$ cat src/rtl/wb_cmd_master.sv
// Wishbone B3 classic single-cycle master fed by a small command FIFO.
// Each command produces one bus cycle, with rty retries and a timeout,
// and returns one status response.
module wb_cmd_master #(
  parameter int unsigned AW        = 3,
  parameter int unsigned DW        = 8,
  parameter int unsigned DEPTH     = 4,
  parameter int unsigned TIMEOUT   = 255,
  parameter int unsigned MAX_RETRY = 3,
  localparam int unsigned SW       = DW / 8,
  localparam int unsigned RW       = (MAX_RETRY > 0) ? $clog2(MAX_RETRY + 1) : 1
) (
  input  logic          wb_clk_i,
  input  logic          arst_ni,
  // command port
  input  logic          cmd_valid_i,
  output logic          cmd_ready_o,
  input  logic          cmd_we_i,
  input  logic [AW-1:0] cmd_adr_i,
  input  logic [DW-1:0] cmd_dat_i,
  input  logic [SW-1:0] cmd_sel_i,
  // response port
  output logic          rsp_valid_o,
  input  logic          rsp_ready_i,
  output logic [DW-1:0] rsp_dat_o,
  output logic [1:0]    rsp_sts_o,
  output logic [RW-1:0] rsp_retries_o,
  // wishbone master
  output logic          wb_cyc_o,
  output logic          wb_stb_o,
  output logic          wb_we_o,
  output logic [AW-1:0] wb_adr_o,
  output logic [DW-1:0] wb_dat_o,
  output logic [SW-1:0] wb_sel_o,
  input  logic [DW-1:0] wb_dat_i,
  input  logic          wb_ack_i,
  input  logic          wb_err_i,
  input  logic          wb_rty_i,
  output logic          busy_o
);

  localparam int unsigned PW = $clog2(DEPTH);
  localparam int unsigned CW = $clog2(DEPTH + 1);
  localparam int unsigned TW = $clog2(TIMEOUT + 1);
  localparam int unsigned FW = 1 + AW + DW + SW;

  localparam logic [1:0] STS_OK   = 2'b00;
  localparam logic [1:0] STS_ERR  = 2'b01;
  localparam logic [1:0] STS_RTY  = 2'b10;
  localparam logic [1:0] STS_TMO  = 2'b11;

  typedef enum logic [1:0] {S_IDLE, S_BUS, S_BACKOFF, S_RESP} state_e;

  logic [1:0]    rst_sync_q;
  logic          rst_n;
  logic [FW-1:0] fifo_mem [DEPTH];
  logic [PW-1:0] wr_ptr_q, rd_ptr_q;
  logic [CW-1:0] count_q, count_d;
  logic          push, pop;
  state_e        state_q, state_d;
  logic [TW-1:0] tmo_q, tmo_d;
  logic [RW-1:0] retry_q, retry_d;
  logic          rsp_valid_d;
  logic [DW-1:0] rsp_dat_d;
  logic [1:0]    rsp_sts_d;
  logic [RW-1:0] rsp_retries_d;

  assign push    = cmd_valid_i & cmd_ready_o;
  assign count_d = count_q + CW'(push) - CW'(pop);
  assign rst_n   = rst_sync_q[1];

  // Reset synchronizer: assertion is immediate, release is aligned to the clock.
  always_ff @(posedge wb_clk_i or negedge arst_ni) begin
    if (!arst_ni) rst_sync_q <= 2'b00;
    else          rst_sync_q <= {rst_sync_q[0], 1'b1};
  end

  // Command storage; contents need no reset since count gates every read.
  always_ff @(posedge wb_clk_i) begin
    if (push) fifo_mem[wr_ptr_q] <= {cmd_we_i, cmd_adr_i, cmd_dat_i, cmd_sel_i};
  end

  // Next-state and next-output logic for the bus sequencer.
  always_comb begin
    state_d       = state_q;
    pop           = 1'b0;
    tmo_d         = tmo_q;
    retry_d       = retry_q;
    rsp_valid_d   = rsp_valid_o;
    rsp_dat_d     = rsp_dat_o;
    rsp_sts_d     = rsp_sts_o;
    rsp_retries_d = rsp_retries_o;
    case (state_q)
      S_IDLE: begin
        if (count_q != '0) begin
          pop     = 1'b1;
          state_d = S_BUS;
          tmo_d   = '0;
          retry_d = '0;
        end
      end
      S_BUS: begin
        if (wb_err_i) begin
          state_d       = S_RESP;
          rsp_valid_d   = 1'b1;
          rsp_sts_d     = STS_ERR;
          rsp_dat_d     = '0;
          rsp_retries_d = retry_q;
        end else if (wb_ack_i) begin
          state_d       = S_RESP;
          rsp_valid_d   = 1'b1;
          rsp_sts_d     = STS_OK;
          rsp_dat_d     = wb_we_o ? '0 : wb_dat_i;
          rsp_retries_d = retry_q;
        end else if (wb_rty_i) begin
          if (retry_q < RW'(MAX_RETRY)) begin
            state_d = S_BACKOFF;
            retry_d = retry_q + RW'(1);
          end else begin
            state_d       = S_RESP;
            rsp_valid_d   = 1'b1;
            rsp_sts_d     = STS_RTY;
            rsp_dat_d     = '0;
            rsp_retries_d = retry_q;
          end
        end else if (tmo_q == TW'(TIMEOUT)) begin
          state_d       = S_RESP;
          rsp_valid_d   = 1'b1;
          rsp_sts_d     = STS_TMO;
          rsp_dat_d     = '0;
          rsp_retries_d = retry_q;
        end else begin
          tmo_d = tmo_q + TW'(1);
        end
      end
      S_BACKOFF: begin
        state_d = S_BUS;
        tmo_d   = '0;
      end
      S_RESP: begin
        if (rsp_ready_i) begin
          rsp_valid_d = 1'b0;
          if (count_q != '0) begin
            pop     = 1'b1;
            state_d = S_BUS;
            tmo_d   = '0;
            retry_d = '0;
          end else begin
            state_d = S_IDLE;
          end
        end
      end
      default: state_d = S_IDLE;
    endcase
  end

  // State, FIFO bookkeeping and registered outputs.
  always_ff @(posedge wb_clk_i or negedge rst_n) begin
    if (!rst_n) begin
      state_q       <= S_IDLE;
      tmo_q         <= '0;
      retry_q       <= '0;
      count_q       <= '0;
      wr_ptr_q      <= '0;
      rd_ptr_q      <= '0;
      cmd_ready_o   <= 1'b0;
      busy_o        <= 1'b0;
      wb_cyc_o      <= 1'b0;
      wb_stb_o      <= 1'b0;
      wb_we_o       <= 1'b0;
      wb_adr_o      <= '0;
      wb_dat_o      <= '0;
      wb_sel_o      <= '0;
      rsp_valid_o   <= 1'b0;
      rsp_dat_o     <= '0;
      rsp_sts_o     <= '0;
      rsp_retries_o <= '0;
    end else begin
      state_q       <= state_d;
      tmo_q         <= tmo_d;
      retry_q       <= retry_d;
      count_q       <= count_d;
      if (push) wr_ptr_q <= wr_ptr_q + PW'(1);
      if (pop)  rd_ptr_q <= rd_ptr_q + PW'(1);
      cmd_ready_o   <= (count_d != CW'(DEPTH));
      busy_o        <= (count_d != '0) || (state_d != S_IDLE);
      wb_cyc_o      <= (state_d == S_BUS);
      wb_stb_o      <= (state_d == S_BUS);
      if (pop) {wb_we_o, wb_adr_o, wb_dat_o, wb_sel_o} <= fifo_mem[rd_ptr_q];
      rsp_valid_o   <= rsp_valid_d;
      rsp_dat_o     <= rsp_dat_d;
      rsp_sts_o     <= rsp_sts_d;
      rsp_retries_o <= rsp_retries_d;
    end
  end

endmodule
$ cat config.mk
export PLATFORM = sky130hd
export DESIGN_NAME = wb_cmd_master
export DESIGN_NICKNAME = d
export VERILOG_FILES = /design/src/rtl/wb_cmd_master.sv
export SDC_FILE = /design/constraint.sdc
export NUM_CORES = 1
export LEC_CHECK = 0
export CAP_MARGIN = 10
export CORE_ASPECT_RATIO = 1.5
export CORE_MARGIN = 1
export CORE_UTILIZATION = 59
export DETAILED_ROUTE_END_ITERATION = 10
export PLACE_DENSITY = 0.95
export SKIP_LAST_GASP = 1
export SLEW_MARGIN = 30
export SYNTH_ARGS = -nofsm -noshare
export SYNTH_HDL_FRONTEND = slang
export SYNTH_SLANG_ARGS = --single-unit
export TNS_END_PERCENT = 100
$ cat constraint.sdc
create_clock -name wb_clk_i -period 4.25 [get_ports wb_clk_i]
set_input_delay 0.425 -clock wb_clk_i [delete_from_list [all_inputs] [get_ports wb_clk_i]]
set_output_delay 0.425 -clock wb_clk_i [all_outputs]
set_load 0.05 [all_outputs]
# Word-level counts from Yosys, hierarchy flattened
# Memory sizes are Yosys's and may differ from the RTL's. A register that Yosys moved wholly into a read port is not among the register bits.
# Cells that the tools add are included.
[totals]
n_memories = 1
elab_cells = 103
input_bits = 28
mem_bits_rw = 52
out_inout_bits = 30
ff_bits = 37
[op_classes]
n_addsub = 6
magnitude_cmp = 1
eq_ne = 16
bitwise_logic = 1
n_mux = 51
n_reduce_logical = 13
[memory_table]
columns = ["memory", "depth", "width", "rd", "rd_ports_with_merged_regs", "write_ports", "line", "text"]
rows = [
  ["fifo_mem", 4, 13, 1, 1, 1, "56", "logic [FW-1:0] fifo_mem [DEPTH];"],
]
[ops]
columns = ["op", "n"]
rows = [
  ["8-bit 2-to-1 mux", 12],
  ["2-bit 2-to-1 mux", 22],
  ["8-bit case mux with 4 select lines", 1],
  ["2-bit != test, second input constant", 7],
  ["1-bit 2-to-1 mux", 12],
  ["5-bit != test, second input constant", 2],
  ["3-bit nonzero test", 3],
  ["8-bit by 1-bit adder with 8-bit output, second input constant", 1],
  ["8-bit == test, second input constant", 1],
  ["2-bit case mux with 4 select lines", 1],
  ["2-bit by 1-bit adder with 2-bit output, second input constant", 3],
  ["2-bit case mux with 3 select lines", 1],
  ["6-bit AND reduction", 1],
  ["5-bit AND reduction", 1],
  ["2-bit by 1-bit == test with 1-bit output, second input constant", 2],
  ["2-bit == test, second input constant", 2],
  ["4-bit != test, second input constant", 1],
  ["1-bit case mux with 2 select lines", 2],
  ["4-bit AND reduction", 1],
  ["2-bit nonzero test", 2],
  ["4-bit nonzero test", 1],
  ["3-bit by 1-bit adder with 3-bit output", 1],
  ["3-bit != test, second input constant", 1],
  ["3-bit AND reduction", 1],
  ["6 further kinds", 6],
]

# Longest topological paths before layout
# Gate-level depths: netlist of run 1.
[logic_depth]
depth_word = 8
ltp_mapped = 12
mapped_depth_nobuf = 11

# Worst setup path before layout of run 1
# OpenSTA, ideal clock, no wires.
[synth_path]
path_type = "register -> register"
from = "reg state_q[0]"
to = "reg busy_o"
synth_period_minus_slack_ps = 2682
required_time_ps = 4114
path_slack_ps = 1568
setup_ps = 136
n_path_buf = 1
stages_incl_launch_ff = 12
arrival_time_ps = 2546
cell_sequence = "dfrtp_1 > inv_1 > ha_1 > nor3_2 > buf_4 > ha_1 > inv_1 > ha_1 > fa_1 > xnor2_1 > xnor2_1 > nand4bb_1"
[synth_between]
word_cells_on_any_way = 16
classes_between = "1 x add/sub; 3 x eq/ne; 8 x mux; 4 x reduce/logical"
[synth_lines]
columns = ["item", "line", "text"]
rows = [
  ["start, declared", "60", "state_e state_q, state_d;"],
  ["start signal, assigned", "179", "state_q <= state_d;"],
  ["2-bit == test or 2-bit logical NOT (tied branches)", "93", "case (state_q)"],
  ["1-bit case mux with 2 select lines (*)", "93", ""],
  ["named net pop", "59", "logic push, pop;"],
  ["3-bit by 1-bit subtractor with 3-bit output (*)", "69", "assign count_d = count_q + CW'(push) - CW'(pop);"],
  ["named net count_d[2]", "58", "logic [CW-1:0] count_q, count_d;"],
  ["3-bit nonzero test (*)", "186", "busy_o <= (count_d != '0) || (state_d != S_IDLE);"],
  ["1-bit logical OR (*)", "186", ""],
  ["end signal, assigned", "186", ""],
  ["end, declared", "39", "output logic busy_o"],
]
# Mark *: on every way through the listed nets, which the timed path passes. The rest lies on a longest branch.
# A chain may end at the register's enable or synchronous reset.

# Worst setup path in the final report of run 1
[layout_path]
from = "reg state_q[0]"
to = "reg busy_o"
[layout_between]
word_cells_on_any_way = 16
classes_between = "1 x add/sub; 3 x eq/ne; 8 x mux; 4 x reduce/logical"
[layout_lines]
columns = ["item", "line"]
rows = [
  ["2-bit == test or 2-bit logical NOT (tied branches)", "93"],
  ["1-bit case mux with 2 select lines (*)", "93"],
  ["3-bit by 1-bit subtractor with 3-bit output (*)", "69"],
  ["named net count_d[2]", "58"],
  ["3-bit nonzero test (*)", "186"],
  ["1-bit logical OR (*)", "186"],
]
# Marks and branches as above.

==> results of run 1 <==
-- cell families (layout without fill, tap and decap cells) --
kind of cell | after synthesis | count (layout) | synth area share
AND/OR/NAND/NOR | 61 | 61 | 0.0823
multiplexers | 31 | 31 | 0.114
adder cells (fa/ha/maj) | 14 | 14 | 0.0416
other | 1 | 1 | 0.000853
XOR/XNOR | 5 | 5 | 0.00996
AO/OA/AOI/OAI | 45 | 45 | 0.0771
buffers and inverters | 33 | 96 | 0.0347
flip-flops | 102 | 102 | 0.640
-- registers in the layout, summed over array words and instances (netlist names), 3 cells and up --
signal / cells
fifo_mem: 52
rsp_dat_o: 8
tmo_q: 8
wb_dat_o: 8
count_q: 3
wb_adr_o: 3
-- power breakdown --
group	leakage [nW]	total (W)	internal (W)	switching, W
combinational	0.778	0.00173	0.000707	0.00103
sequential	1.09	0.00156	0.00133	0.000225
clock	0.107	0.000673	0.000337	0.000336
total	1.98	0.00397	0.00238	0.00159
-- layout make-up --
cell class / instances / share of cell area
inverter: 22 / 0.0157
multi-input combinational: 157 / 0.272
timing repair buffer: 58 / 0.110
tap: 100 / 0.0238
sequential: 102 / 0.536
clock inverter: 6 / 0.0178
clock buffer: 10 / 0.0243
-- stage by stage --
step	area, µm²	power [W]	util
final	5260	0.00397	0.727
after global routing	5260	0.00418	0.727
after CTS	5250	0.00399	0.727
after detailed placement	5030	0.00332	0.696
after global placement	5030	0.00322	0.696
after floorplan	4400	0.00282	-
-- routing by layer --
layer  vias to the layer above  GRT usage
met2                        79      0.438
met3                        21     0.0449
li1                       1209          -
met4                         0      0.133
met5                         -          0
met1                      1324      0.267
-- worst max-delay path: stages (launching register included) --
cell	delay, ns
dfrtp_1	0.44
inv_1	0.13
ha_1	0.22
a21oi_1	0.15
nor3_2	0.05
buf_4	0.22
ha_1	0.30
inv_1	0.04
ha_1	0.18
fa_1	0.39
xnor2_1	0.15
xnor2_1	0.16
nand4bb_1	0.22
-- Yosys cell counts, drive strengths merged (2+ instances only) --
master	number
inv	22
o221ai	2
dfrtp	50
and3	4
buf	9
ha	13
clkbuf	2
or3	2
nand2	9
nor2	12
o311ai	2
nor3	4
o31ai	7
mux4	13
nor4b	2
a21oi	6
xnor2	4
nand2b	3
and2	2
o21ai	18
nand3	6
mux2	18
nand4	11
edfxtp	52
-- placed cells by master, fill, tap and decap left out, types with 3 or more instances in the layout --
cell and instances:
nand4_1 10, clkbuf_8 9, nor2_1 11, ha_1 12
nand3_1 6, nand2_1 9, and3_1 4, o21ai_0 16
clkdlybuf4s50_1 57, inv_1 22, nand2b_1 3, nor3_1 3
o31ai_1 7, mux2_2 17, edfxtp_1 52, xnor2_1 4
a21oi_1 6, dfrtp_1 48, mux4_2 13
-- path summary, 6_finish.rpt --
| path | start | to | slack, ns | cells after the start |
|---|---|---|---|---|
| min in group wb_clk_i | rst_sync_q[0] | rst_sync_q[1] | 0.37 | 0 |
| worst max-delay path | state_q[0] | busy_o | 1.47 | 12 |
| max in group asynchronous | rst_sync_q[1] | rd_ptr_q[0] | 3.43 | 0 |
| worst min-delay path | arst_ni | rst_sync_q[1] | 0.21 | 1 |
| worst max register to register | state_q[0] | busy_o | 1.47 | 12 |
| worst min register to register | rst_sync_q[1] | rsp_dat_o[5] | 0.36 | 0 |
==> results.tsv, run 1 <==
stage	metric	value	unit
global_route	grt_pass1_wl	13900	µm
final_layout	final-seq-area	0.00282	mm²
critical_path	critPathLaunchType	register	
synthesis	ys_seq_area_frac	0.640	
clocking	htreeDepth	3	
synthesis	synth-async-reset-ratio	0.490	
clocking	ctsHoldBuffers	0	
sta	slew_headroom	0.482	
job	cap_violations	0	
route	wl_met2	4590	µm
final_layout	multi_input_area	0.00143	mm²
synthesis	syn-mean-instance-area	15.1	µm²
placement	portBuffers	57	
clocking	post_cts_resized	0	
final_layout	layout-drive-gt1-share	0.172	
sta	layout_setup_ws	1.47	ns
final_layout	final_cell_count_no_fill	455	
synthesis	synth_top_area_cell	edfxtp_1	
route	drt_pass1_iterations	5	
critical_path	cp.arrival	3.01	ns
clocking	clkSlewWorstSetupHoldPaths	0.09	ns
final_layout	fillerInstances	483	
synthesis	synthesis.area	0.00440	mm²
clocking	cts_sinks	102	
sta	layout_min_cycle_time	2.78	ns
route	drt-total-wl	8290	µm
final_layout	antenna_cells	0	
synthesis	synthCells	292	
sta	hold_violations	0	
sta	timing.fmax	0.360	GHz
global_route	gr-usage-all-layers	0.244	
final_layout	fin_nets	392	
power	p_per_area	754	mW/mm²
sta	rsz0062_at_grt	no	
clocking	root_buffer	clkbuf_8	
placement	place_ws	1.29	ns
sta	skew	0.00742	ns
sta	fin_crit_sh	0.654	
floorplanning	fp.coreArea	0.00723	mm²
placement	placed_cells	439	
route	vias_per_cell	5.79	
global_route	grt_pass1_vias	2896	
route	vias	2633	
synthesis	synth_cell_types	54	
synthesis	yosysWarnings	0	
power	max-vdd-ir-drop	0.430	mV
synthesis	syn_nets	334	
hold_path	hp-class	primary input to async pin	
placement	hpwlAfterDp	5610	µm
floorplanning	io_pins	58	
critical_path	crit_type	register to register	
critical_path	crit_path_end_kind	register	
route	drt_iter0_markers	153	
route	wire_per_inst	18.2	µm
floorplanning	die_h	108	µm
clocking	cts_setup_buffers	0	
floorplanning	die_w	72.5	µm
clocking	clock_path_buffers	2	
critical_path	cp_max_fo	16	
placement	gp_congestion	0.840	
final_layout	syn_to_final_growth	19.6	%
clocking	worstSkewPairLatency	0.37	ns
route	wl_met1	3120	µm
clocking	cts_buffers	9	
sta	worst_slew_pin_slew	0.777	ns
global_route	grt_max_degree	49	
synthesis	synth.area.top_cells	edfxtp_1 36%, dfrtp_1 28%, mux4_2 6.7%	
floorplanning	initial_utilization	0.608	
sta	setup_viol	0	
clocking	cts_tree	yes	
synthesis	yosysTopAreaCellShare	0.355	
synthesis	synth_ff_type	edfxtp_1	
route	drc	0	
critical_path	required	4.48	ns
sta	tns	0	ns
sta	hold-worst-slack	0.211	ns
global_route	grt_overflow	0	
power	leakagePower	1.98	nW
synthesis	ys_seq_elements	102	
route	top_layer_used	met4	
floorplanning	fp-row-count	38	
floorplanning	die_area	0.00781	mm²
route	ant_nets	0	
sta	drv_slew	0	
run_status	outcome	complete, no violations	
synthesis	synth-edff-count	52	
route	wl_met3	329	µm
global_route	antenna_found_initial	0	
No activity file was read; power rests on OpenSTA's default activity.
==> inputs of run 2 (changes only) <==
CORE_UTILIZATION = 55   (was 59)
PLACE_DENSITY = 0.91   (was 0.95)
clock period = 2.9 ns   (was 4.25 ns; I/O delays follow)
==> run 2 against run 1 <==
Effect of this change: critical endpoint unchanged; largest cell class unchanged; global-route usage fell by 2.1 points; die area rose by 7.1%; worst setup slack got worse by 1.1 ns; cell area rose by 1.6%; flip-flop and latch count did not move.
==> results.tsv, run 2 (synthesis gave the netlist of run 1 again) <==
stage	metric	value	unit	change
floorplanning	fp.coreArea	0.00766	mm²	+6.0%
final_layout	fin_nets	396		+1.0%
final_layout	layout-drive-gt1-share	0.173		+0.000871
clocking	worstSkewPairLatency	0.34	ns	-0.03 ns
critical_path	crit_buf_inv	1		-2
final_layout	antenna_cells	0		unchanged
job	cap_violations	0		unchanged
floorplanning	die_w	75.0	µm	+3.5%
placement	gp_congestion	0.868		+3.4%
route	vias_per_cell	5.81		+0.39%
global_route	grt_pass1_vias	2753		-4.9%
sta	fin_crit_sh	0.883		+0.229
placement	place_ws	0.279	ns	-1.01 ns
floorplanning	fp-row-count	39		+2.6%
critical_path	crit_type	register to register		
final_layout	fillerInstances	538		+11%
final_layout	multi_input_area	0.00143	mm²	-0.17%
hold_path	hp-class	primary input to async pin		
global_route	grt_pass1_wl	13300	µm	-4.6%
route	drt_iter0_markers	161		+5.2%
clocking	cts_tree	yes		
final_layout	final_common_cell	clkdlybuf4s50_1		
final_layout	final-seq-area	0.00282	mm²	about the same
final_layout	mostFrequentLayoutCells	57 x clkdlybuf4s50_1, 52 x edfxtp_1, 49 x dfrtp_1, 22 x inv_1, 17 x mux2_2		
critical_path	cp.arrival	2.76	ns	-0.25 ns
clocking	ctsHoldBuffers	0		unchanged
global_route	gr-usage-all-layers	0.223		-0.0214
route	wire_per_inst	18.3	µm	+0.34%
global_route	antenna_found_initial	0		unchanged
power	leakagePower	2.03	nW	+2.6%
critical_path	cp_slowest_stage_delay	0.42	ns	-0.02 ns
critical_path	path_delay_family	adder cells		
critical_path	slowest_stage	dfrtp_1		
power	max-vdd-ir-drop	0.916	mV	+110%
final_layout	largest_reg_flops	52		unchanged
sta	timing.fmax	0.390	GHz	+8.5%
critical_path	cp.depth	9		-3
clocking	post_cts_resized	0		unchanged
clocking	cts_setup_buffers	0		unchanged
power	p_per_area	1120	mW/mm²	+49%
floorplanning	io_pins	58		unchanged
route	ant_nets	0		unchanged
critical_path	ff2ff_setup_slack	0.34	ns	-1.13 ns
critical_path	crit_path_cell_trace	nor3_1 -> nor3_2 -> ha_1 -> inv_1 -> ha_1 -> fa_1 -> xnor2_1 -> xnor2_1 -> nand4bb_1		
sta	setup_viol	0		unchanged
global_route	grt_overflow	0		unchanged
placement	portBuffers	57		unchanged
critical_path	cp_max_fo	5		-11
critical_path	crit_path_end_kind	register		
route	drt_pass1_iterations	6		+1
sta	hold-worst-slack	0.100	ns	-0.111 ns
floorplanning	die_h	111	µm	+3.5%
critical_path	r2r-start	count_q[1]		
sta	tns	0	ns	unchanged
route	drt-total-wl	8420	µm	+1.7%
clocking	cts_buffers	9		unchanged
clocking	clkSlewWorstSetupHoldPaths	0.07	ns	-0.02 ns
critical_path	rr_worst_depth	9		-3
sta	rsz0062_at_grt	no		
route	vias	2678		+1.7%
placement	hpwlAfterDp	5640	µm	+0.49%
sta	layout_setup_ws	0.338	ns	-1.13 ns
sta	skew	0.00760	ns	+0.000177 ns
critical_path	required	3.10	ns	-1.38 ns
run_status	outcome	complete, no violations		
route	drc	0		unchanged
sta	drv_slew	0		unchanged
sta	slew_headroom	0.495		+0.0123
final_layout	fin_util	0.697		-0.0301
sta	worst_slew_pin_slew	0.758	ns	-0.0185 ns
sta	layout_min_cycle_time	2.56	ns	-0.218 ns
final_layout	syn_to_final_growth	21.5	%	
clocking	clock_path_buffers	2		unchanged
critical_path	timing.rr.end	busy_o		
critical_path	critPathLaunchType	register		
sta	hold_violations	0		unchanged
floorplanning	die_area	0.00836	mm²	+7.1%
clocking	root_buffer	clkbuf_16		
clocking	htreeDepth	3		unchanged
clocking	cts_sinks	102		unchanged
floorplanning	initial_utilization	0.574		-0.0345
global_route	grt_max_degree	49		unchanged
final_layout	largest_register	fifo_mem		
run 2: changes by cell type in the layout (fill, tap and decap cells not counted), sizes merged:
cell / delta
clkinvlp: -1
buf: +4
bufinv: -2
inv: -1
clkbuf: +2
clkinv: +2
run 2: worst max-delay path by stage:
stage	startpoint	endpoint	slack, ns
after floorplan	state_q[0]	busy_o	0.22
after global placement	rsp_ready_i	busy_o	0.41
after detailed placement	rsp_ready_i	busy_o	0.28
after CTS	state_q[0]	busy_o	0.34
after global routing	state_q[0]	busy_o	0.18
final	count_q[1]	busy_o	0.34
run 2: power by group:
group	switching, W	internal (W)
clock network	0.000501	0.000610
registers	0.000274	0.00196
logic	0.00158	0.00107
total	0.00236	0.00364
run 2: through the flow:
| step | power (W) | instance area [µm²] | instances |
|---|---|---|---|
| final | 0.00599 | 5340 | 461 |
| after global routing | 0.00631 | 5340 | 461 |
| after global placement | 0.00479 | 5060 | 445 |
| after floorplan | 0.00413 | 4400 | 292 |
| after detailed placement | 0.00491 | 5060 | 445 |
| after CTS | 0.00604 | 5340 | 461 |
run 2: layout make-up:
| type | instances | area share |
|---|---|---|
| flip-flops and latches | 102 | 0.527 |
| inverters | 22 | 0.0155 |
| clock inverters | 4 | 0.00585 |
| well taps | 102 | 0.0239 |
| repair buffers | 62 | 0.114 |
| clock buffers | 12 | 0.0461 |
| multi-input cells | 157 | 0.268 |
run 2: metal layers:
layer	share of wire	GRT usage	vias to the layer above
met2	0.55	0.386	87
met5	0	0	-
met4	0.024	0.118	0
met1	0.38	0.253	1349
met3	0.041	0.0398	18
li1	-	-	1224
run 2: worst reg2reg max path, cell delays in order (launching register included):
cell       delay [ns]
dfrtp_1          0.42
nor3_1           0.42
nor3_2           0.12
ha_1             0.30
inv_1            0.05
ha_1             0.19
fa_1             0.38
xnor2_1          0.15
xnor2_1          0.17
nand4bb_1        0.21
==> inputs of run 3 (changes only) <==
CORE_UTILIZATION = 59   (was 55)
PLACE_DENSITY = 0.95   (was 0.91)
TNS_END_PERCENT = 50   (was 100)
clock period = 3.1 ns   (was 2.9 ns; I/O delays follow)
==> run 3 against run 2 <==
Effect of this change: combinational power fell by 9.8%; power is 13% lower; clock skew about the same; via count is 0.82% lower; clock-buffer cell count is 3 lower; cell area down 2.3%; hold slack worse by 0.0023 ns; global-route usage rose by 0.54 points; critical endpoint unchanged.
==> results.tsv, run 3 (synthesis gave the netlist of run 1 again) <==
stage	metric	value	unit	change
run_status	outcome	complete, no violations		
critical_path	r2r-start	state_q[0]		
final_layout	mostFrequentLayoutCells	57 x clkdlybuf4s50_1, 52 x edfxtp_1, 49 x dfrtp_1, 22 x inv_1, 17 x mux2_2		
final_layout	antenna_cells	0		unchanged
floorplanning	die_w	72.5	µm	-3.4%
placement	hpwlAfterDp	5520	µm	-2.1%
critical_path	critPathLaunchType	register		
critical_path	slowest_stage	dfrtp_1		
sta	layout_min_cycle_time	2.47	ns	-0.0945 ns
route	drt-total-wl	7900	µm	-6.2%
floorplanning	fp-row-count	38		-2.6%
sta	skew	0.00725	ns	-0.000345 ns
clocking	cts_setup_buffers	0		unchanged
clocking	ctsHoldBuffers	0		unchanged
final_layout	largest_reg_flops	52		unchanged
floorplanning	die_area	0.00781	mm²	-6.6%
route	ant_nets	0		unchanged
critical_path	required	3.34	ns	+0.24 ns
sta	drv_slew	0		unchanged
critical_path	cp.arrival	2.71	ns	-0.05 ns
global_route	grt_pass1_vias	2779		+0.94%
clocking	cts_buffers	9		unchanged
route	wire_per_inst	17.3	µm	-5.4%
floorplanning	die_h	108	µm	-3.4%
final_layout	largest_register	fifo_mem		
clocking	root_buffer	clkbuf_8		
power	max-vdd-ir-drop	0.597	mV	-35%
sta	hold_violations	0		unchanged
critical_path	cpMostUsedCell	ha_1		
final_layout	fin_util	0.722		+0.0249
route	vias	2656		-0.82%
global_route	gr-usage-all-layers	0.228		+0.00543
hold_path	hp-class	primary input to async pin		
clocking	worstSkewPairLatency	0.36	ns	+0.02 ns
job	cap_violations	0		unchanged
route	drc	0		unchanged
final_layout	final_cell_area	0.00522	mm²	-2.3%
critical_path	cp_max_fo	5		unchanged
sta	slew_headroom	0.441		-0.0535
global_route	antenna_found_initial	0		unchanged
clocking	cts_sinks	102		unchanged
final_layout	final_common_cell	clkdlybuf4s50_1		
placement	portBuffers	57		unchanged
route	drt_pass1_iterations	5		-1
critical_path	crit_path_end_kind	register		
floorplanning	initial_utilization	0.608		+0.0345
sta	rsz0062_at_grt	no		
critical_path	rr_worst_depth	11		+2
clocking	clkSlewWorstSetupHoldPaths	0.10	ns	+0.03 ns
critical_path	crit_buf_inv	2		+1
clocking	post_cts_resized	0		unchanged
sta	tns	0	ns	unchanged
route	drt_iter0_markers	176		+9.3%
sta	worst_slew_pin_slew	0.838	ns	+0.0802 ns
final_layout	syn_to_final_growth	18.8	%	
sta	fin_crit_sh	0.796		-0.0875
critical_path	crit_type	register to register		
placement	dpl-instance-area	0.00505	mm²	-0.35%
placement	gp_congestion	0.838		-3.5%
global_route	grt_max_degree	49		unchanged
power	p_per_area	1000	mW/mm²	-10%
critical_path	path_delay_family	adder cells		
floorplanning	fp.coreArea	0.00723	mm²	-5.7%
critical_path	cp_slowest_stage_delay	0.41	ns	about the same
critical_path	cp.depth	11		+2
sta	setup_viol	0		unchanged
clocking	clock_path_buffers	2		unchanged
clocking	htreeDepth	3		unchanged
clocking	cts_tree	yes		
global_route	grt_overflow	0		unchanged
final_layout	fin_nets	394		-0.51%
power	leakagePower	1.96	nW	-3.5%
global_route	grt_pass1_wl	12900	µm	-2.9%
critical_path	ff2ff_setup_slack	0.63	ns	+0.29 ns
final_layout	layout-drive-gt1-share	0.171		-0.00183
critical_path	worstSetupStartpoint	state_q[0]		
sta	timing.fmax	0.405	GHz	+3.8%
floorplanning	io_pins	58		unchanged
critical_path	crit_path_cell_trace	inv_1 -> ha_1 -> a21oi_1 -> nor3_2 -> ha_1 -> inv_1 -> ha_1 -> fa_1 -> xnor2_1 -> xnor2_1 -> nand4bb_1		
route	vias_per_cell	5.81		about the same
run 3: cell count changes in the layout (fill, tap and decap cells not counted), sizes merged:
cell | before | now
clkbuf | 12 | 9
clkinv | 3 | 2
buf | 5 | 3
clkinvlp | 0 | 4
run 3: cell type report:
cell class,instances,area (µm²)
sequential,102,2820
fill,496,2010
multi-input combinational,157,1430
timing repair buffer,60,593
tap,100,125
clock buffer,9,124
inverter,22,82.6
clock inverter,7,48.8
run 3: worst paths after layout:
check | to
max reg2reg | busy_o
max in group asynchronous | wr_ptr_q[1]
min in group wb_clk_i | rst_sync_q[1]
min reg2reg | rsp_dat_o[5]
min | rst_sync_q[0]
max | busy_o
run 3: where the power goes:
| group | internal, W | switching, W | total, W | leakage, nW |
|---|---|---|---|---|
| Combinational | 0.000983 | 0.00140 | 0.00239 | 0.789 |
| Clock | 0.000291 | 0.000442 | 0.000733 | 0.0754 |
| Sequential | 0.00183 | 0.000298 | 0.00212 | 1.10 |
| Total | 0.00310 | 0.00214 | 0.00525 | 1.96 |
run 3: through the flow:
step	total power, W	hold slack (ns)	setup WS (ns)	std cells
after global routing	0.00555	0.0879	0.468	457
after CTS	0.00528	0.0817	0.627	457
after global placement	0.00444	0.336	0.610	441
after detailed placement	0.00456	0.340	0.519	441
final	0.00525	0.0980	0.633	457
after floorplan	0.00386	0.0144	0.418	292
run 3: worst register-to-register path, stage by stage, from the launching register on:
cell and delay [ns]:
dfrtp_1 0.41, inv_1 0.12, ha_1 0.21, a21oi_1 0.14, nor3_2 0.07, ha_1 0.30
inv_1 0.04, ha_1 0.18, fa_1 0.37, xnor2_1 0.15, xnor2_1 0.15, nand4bb_1 0.19
run 3: metal layers:
layer	GRT usage	vias up	wire (µm)
li1	-	1221	-
met1	0.247	1329	2930
met2	0.401	89	4390
met3	0.0524	17	368
met4	0.132	0	204
met5	0	-	0
